===== src/rtl/uart_rx_pkg.sv =====
// Shared types and sizing helpers for the UART byte receiver.
// Imported by the receiver top; the state enum also names the FSM states.
package uart_rx_pkg;

    typedef enum logic [2:0] {
        IDLE,
        START,
        DATA,
        PARITY,
        STOP,
        WAIT_HIGH
    } rxState_t;

    localparam int DEFAULT_CLKS_PER_BIT = 16;

    // Width of the bit-timing down-counter; it never holds more than CLKS_PER_BIT-1.
    function automatic int cntWidth(input int clksPerBit);
        return $clog2(clksPerBit);
    endfunction

endpackage


===== src/rtl/bit_sync2.sv =====
// Two-flop synchronizer for a single asynchronous bit.
// Both flops load RESET_VAL on reset so the output starts at a known line level.
module bit_sync2 #(
    parameter logic RESET_VAL = 1'b1
) (
    input  logic clk,
    input  logic rst,
    input  logic i_d,
    output logic o_q
);

    logic r_meta;
    logic r_sync;

    always_ff @(posedge clk) begin
        if (rst) begin
            r_meta <= RESET_VAL;
            r_sync <= RESET_VAL;
        end else begin
            r_meta <= i_d;
            r_sync <= r_meta;
        end
    end

    assign o_q = r_sync;

endmodule


===== src/rtl/uart_byte_receiver.sv =====
// 8N1/8E1/8O1 serial receiver: recovers bytes from rxd with a fixed clocks-per-bit count.
// Good bytes appear on dout with a one-cycle dready_o; framing and parity faults only pulse a flag.
module uart_byte_receiver
    import uart_rx_pkg::*;
#(
    parameter int CLKS_PER_BIT = DEFAULT_CLKS_PER_BIT,
    parameter int PARITY_EN    = 0,
    parameter int PARITY_ODD   = 0
) (
    input  logic       clk,
    input  logic       rst,
    input  logic       rxd,
    output logic [7:0] dout,
    output logic       dready_o,
    output logic       frame_err,
    output logic       parity_err,
    output logic       busy
);

    localparam int CW = cntWidth(CLKS_PER_BIT);
    localparam logic [CW-1:0] C_HALF = CW'(CLKS_PER_BIT / 2 - 1);
    localparam logic [CW-1:0] C_FULL = CW'(CLKS_PER_BIT - 1);

    logic          w_rxs;
    logic          w_expParity;
    rxState_t      r_state;
    logic [CW-1:0] r_cnt;
    logic [2:0]    r_bitIdx;
    logic [7:0]    r_shift;
    logic          r_parBad;
    logic [7:0]    r_dout;
    logic          r_dready;
    logic          r_frameErr;
    logic          r_parityErr;

    bit_sync2 #(
        .RESET_VAL (1'b1)
    ) u_rxSync (
        .clk (clk),
        .rst (rst),
        .i_d (rxd),
        .o_q (w_rxs)
    );

    assign w_expParity = (^r_shift) ^ (PARITY_ODD != 0);

    // Counter reloads put every later sample near the middle of its bit, timed from the start-bit midpoint.
    always_ff @(posedge clk) begin
        if (rst) begin
            r_state     <= IDLE;
            r_cnt       <= '0;
            r_bitIdx    <= '0;
            r_shift     <= '0;
            r_parBad    <= 1'b0;
            r_dout      <= '0;
            r_dready    <= 1'b0;
            r_frameErr  <= 1'b0;
            r_parityErr <= 1'b0;
        end else begin
            r_dready    <= 1'b0;
            r_frameErr  <= 1'b0;
            r_parityErr <= 1'b0;
            case (r_state)
                IDLE: begin
                    if (!w_rxs) begin
                        r_state <= START;
                        r_cnt   <= C_HALF;
                    end
                end
                START: begin
                    if (r_cnt == '0) begin
                        if (!w_rxs) begin
                            r_state  <= DATA;
                            r_cnt    <= C_FULL;
                            r_bitIdx <= '0;
                            r_parBad <= 1'b0;
                        end else begin
                            r_state <= IDLE;
                        end
                    end else begin
                        r_cnt <= r_cnt - 1'b1;
                    end
                end
                DATA: begin
                    if (r_cnt == '0) begin
                        r_shift  <= {w_rxs, r_shift[7:1]};
                        r_cnt    <= C_FULL;
                        r_bitIdx <= r_bitIdx + 3'd1;
                        if (r_bitIdx == 3'd7) begin
                            r_state <= (PARITY_EN != 0) ? PARITY : STOP;
                        end
                    end else begin
                        r_cnt <= r_cnt - 1'b1;
                    end
                end
                PARITY: begin
                    if (r_cnt == '0) begin
                        r_parBad <= (w_rxs != w_expParity);
                        r_cnt    <= C_FULL;
                        r_state  <= STOP;
                    end else begin
                        r_cnt <= r_cnt - 1'b1;
                    end
                end
                STOP: begin
                    // A low stop bit outranks a parity fault; the line must then go high before re-arming.
                    if (r_cnt == '0) begin
                        if (w_rxs) begin
                            if (r_parBad) begin
                                r_parityErr <= 1'b1;
                            end else begin
                                r_dout   <= r_shift;
                                r_dready <= 1'b1;
                            end
                            r_state <= IDLE;
                        end else begin
                            r_frameErr <= 1'b1;
                            r_state    <= WAIT_HIGH;
                        end
                    end else begin
                        r_cnt <= r_cnt - 1'b1;
                    end
                end
                WAIT_HIGH: begin
                    if (w_rxs) begin
                        r_state <= IDLE;
                    end
                end
                default: begin
                    r_state <= IDLE;
                end
            endcase
        end
    end

    assign dout       = r_dout;
    assign dready_o   = r_dready;
    assign frame_err  = r_frameErr;
    assign parity_err = r_parityErr;
    assign busy       = (r_state != IDLE);

endmodule

===== config.mk =====
export PLATFORM = sky130hd
export DESIGN_NAME = uart_byte_receiver
export DESIGN_NICKNAME = d
export VERILOG_FILES = /design/src/rtl/uart_rx_pkg.sv /design/src/rtl/bit_sync2.sv /design/src/rtl/uart_byte_receiver.sv
export SDC_FILE = /design/constraint.sdc
export NUM_CORES = 1
export LEC_CHECK = 0
export ABC_AREA = 1
export CAP_MARGIN = 20
export CORE_UTILIZATION = 50
export DETAILED_ROUTE_END_ITERATION = 10
export GPL_TIMING_DRIVEN = 0
export PLACE_DENSITY_LB_ADDON = 0.08
export SETUP_SLACK_MARGIN = 0.4
export SLEW_MARGIN = 25
export SYNTH_ARGS = -nofsm -noshare
export SYNTH_HDL_FRONTEND = slang
export SYNTH_SLANG_ARGS = --single-unit

===== constraint.sdc =====
create_clock -name clk -period 1.4 [get_ports clk]
set_clock_uncertainty 0.05 [all_clocks]
set_input_delay 0.28 -clock clk [delete_from_list [all_inputs] [get_ports clk]]
set_output_delay 0.28 -clock clk [all_outputs]
set_load 0.02 [all_outputs]

==> results.yml <==
clock_tree:
  clk_latency_ps: 330
  clkSinkCount: 32
  cts_tree: "built"
  cts_made_buffers: 5
  clk_pin_slew_ps: 100
  htree_levels: 2
  cts_buffer_depth: 2
  clock-root-buffer: "clkbuf_4"
  cts_hold_buf: 0
setup_path:
  criticalPathCategory: "reg2reg"
  worstSetupStartpointType: "flip-flop"
  worstPathArrival_ps: 1750
  worstPathMaxFanout: 5
  critPathCaptureType: "flip-flop"
  worstPathRequired_ps: 1580
  rrSetupSlack_ps: -170
place:
  place_inst: 244
  place_hpwl_mm: 2.24
  place_congestion: 0.851
  io_buffers: 14
drt:
  vias: 1479
  wl_per_cell_um: 13.7
  drcViolationCount: 2
  wl_mm: 3.79
  drtAntennaViolNets: 0
  first_pass_iters: 7
  via_per_inst: 5.34
  first_iter_violations: 61
yosys:
  syn_nets: 206
  avgSynthCellArea_sq_um: 7.70
  synth.largest_area_cell: "dfxtp_1"
  syn_area_sq_um: 1530
  ys_seq_area_share_pct: 41.8
  synth_flop_cell: "dfxtp_1"
  ys_types: 28
  synth-edff-count: 0
  yosys-top-cells-count: "nand2_1 (43), dfxtp_1 (32), a21oi_1 (20), inv_1 (20), o21ai_0 (20)"
  yosys_warnings: 0
  synthArstFlopShare_pct: 0
  synthTopCellsByArea: "dfxtp_1 (42%), nand2_1 (11%), a21oi_1 (6.5%)"
  yosys.area.top_type_share_pct: 41.8
  ys_ff_latch: 32
  syn_inst: 199
  yosysMostFrequentCell: "nand2_1"
floorplanning:
  die-area_sq_um: 3290
  die_h_um: 57.4
  row_count: 19
  coreArea_sq_um: 2830
  die_w_um: 57.4
  start_util_pct: 54.2
  io_pins: 15
global_route:
  grt_max_degree: 11
  track_usage_pct: 23.2
  grt_antenna_before_repair: 0
  gr-total-overflow: 0
  grt_pass1_wl_mm: 5.89
  grt_pass1_vias: 1384
sta:
  final.min_clock_period_ps: 1570
  rsz0062_at_grt: "yes"
  worst_slew_pin_slew_ps: 515
  relSlewSlack_pct: 65.7
  post-route-period-util_pct: 112
  setup_viol: 28
  fmax_mhz: 637
  slew_viol_final: 0
  timing.final.hold_violations: 0
  setup_slack_ps: -171
hold_path:
  holdCritPathClass: "reg2reg"
pwr:
  leakage_nw: 0.929
  ir_drop_mv: 1.63
  total_power_mw: 4.83
  cellPowerDensity_nw_per_um2: 2210
cells_and_area:
  drive_above_1_share_pct: 46.3
  diodes: 0
  fin_cells: 277
  syn_to_final_growth_pct: 42.7
  finalNetCount: 252
run_status:
  outcome: "finished, violations left"
  violations: "design-rule violations, negative setup slack"
run:
  cap_violations: 0
worst max-delay path: stages (launching register included):
cell,delay [ps]
dfxtp_2,350
inv_2,50
ha_4,160
nand2_4,80
nor2_8,50
buf_6,130
buf_6,110
a21oi_4,230
nor2_4,70
o21ai_2,130
nor2_1,60
area by class of cell:
type,count,area (sq um)
Multi-Input combinational cell,139,913
Sequential cell,32,663
Fill cell,198,642
Timing Repair Buffer,39,365
Inverter,23,93.8
Clock buffer,6,41.3
Tap cell,31,38.8
Buffer,5,36.3
Clock inverter,2,35.0
power breakdown:
group	internal (mW)	leakage, nW	total, mW	switching (mW)
Sequential	1.10	0.267	1.27	0.168
Clock	0.374	0.0422	0.698	0.324
Combinational	1.37	0.620	2.86	1.49
flip-flops by register name (all words and copies together) (netlist names), 3 cells and up:
signal,flops
dout,8
r_shift,8
r_cnt,4
r_bitIdx,3
r_state,3
kinds of logic after synthesis:
kind of cell / Yosys count / synth area share [%]
buffers and inverters: 28 / 7.67
AND/OR/NAND/NOR: 82 / 27.0
AO/OA/AOI/OAI: 50 / 18.5
XOR/XNOR: 3 / 1.71
adder cells (fa/ha/maj): 4 / 3.27
flip-flops: 32 / 41.8
final timing paths:
path                                   start                      end  depth (start not counted)
setup reg to reg       r_cnt[1]$_SDFFE_PP0P_  r_state[2]$_SDFFE_PP0P_                         10
setup / recovery       r_cnt[1]$_SDFFE_PP0P_  r_state[2]$_SDFFE_PP0P_                         10
hold reg to reg   u_rxSync.r_meta$_SDFF_PP1_  u_rxSync.o_q$_SDFF_PP1_                          1
hold / removal    u_rxSync.r_meta$_SDFF_PP1_  u_rxSync.o_q$_SDFF_PP1_                          1
metal layers:
metal,global-route usage [%],wire [um],vias up
met4,7.67,37,0
met1,30.6,1780,705
met5,0,0,-
met3,6.12,140,5
met2,36.9,1840,22
li1,-,-,747
cells in the final DEF (no fill, tap or decap), types with 2 or more instances in the layout:
cell type,instances
a21oi_1,15
a21oi_2,7
buf_4,19
buf_6,20
clkbuf_1,2
clkbuf_4,5
clkdlybuf4s50_1,2
dfxtp_1,18
dfxtp_2,12
dfxtp_4,2
ha_1,3
inv_1,13
inv_2,8
nand2_1,39
nand2_2,3
nand2_4,4
nand3_1,9
nand3_4,2
nand4_1,2
nor2_1,7
nor2_2,3
nor2_4,3
nor3_1,2
nor3_2,3
o211ai_1,2
o21ai_0,7
o21ai_1,8
o21ai_2,9
or2_2,2
xnor2_1,2
what timing repair did:
item                       in CTS  in global routing
gates cloned                    1                  0
resized for setup             118                 25
pin swaps                       7                 10
setup buffers                  16                  8
setup endpoints to repair      42                 42
per-stage QoR:
step,hold WS [ps],util (%),setup TNS [ps],worst slack [ps],instance area (sq um)
detailed placement,347,61.2,-6800,-473,1730
CTS,385,72.3,-2890,-178,2050
global placement,350,61.2,-6030,-457,1730
global route,417,77.3,-5170,-244,2190
floorplan,308,-,-189,-42.8,1550
finish,387,77.3,-2730,-171,2190
Note: power is estimated with default switching activity, not from simulation.
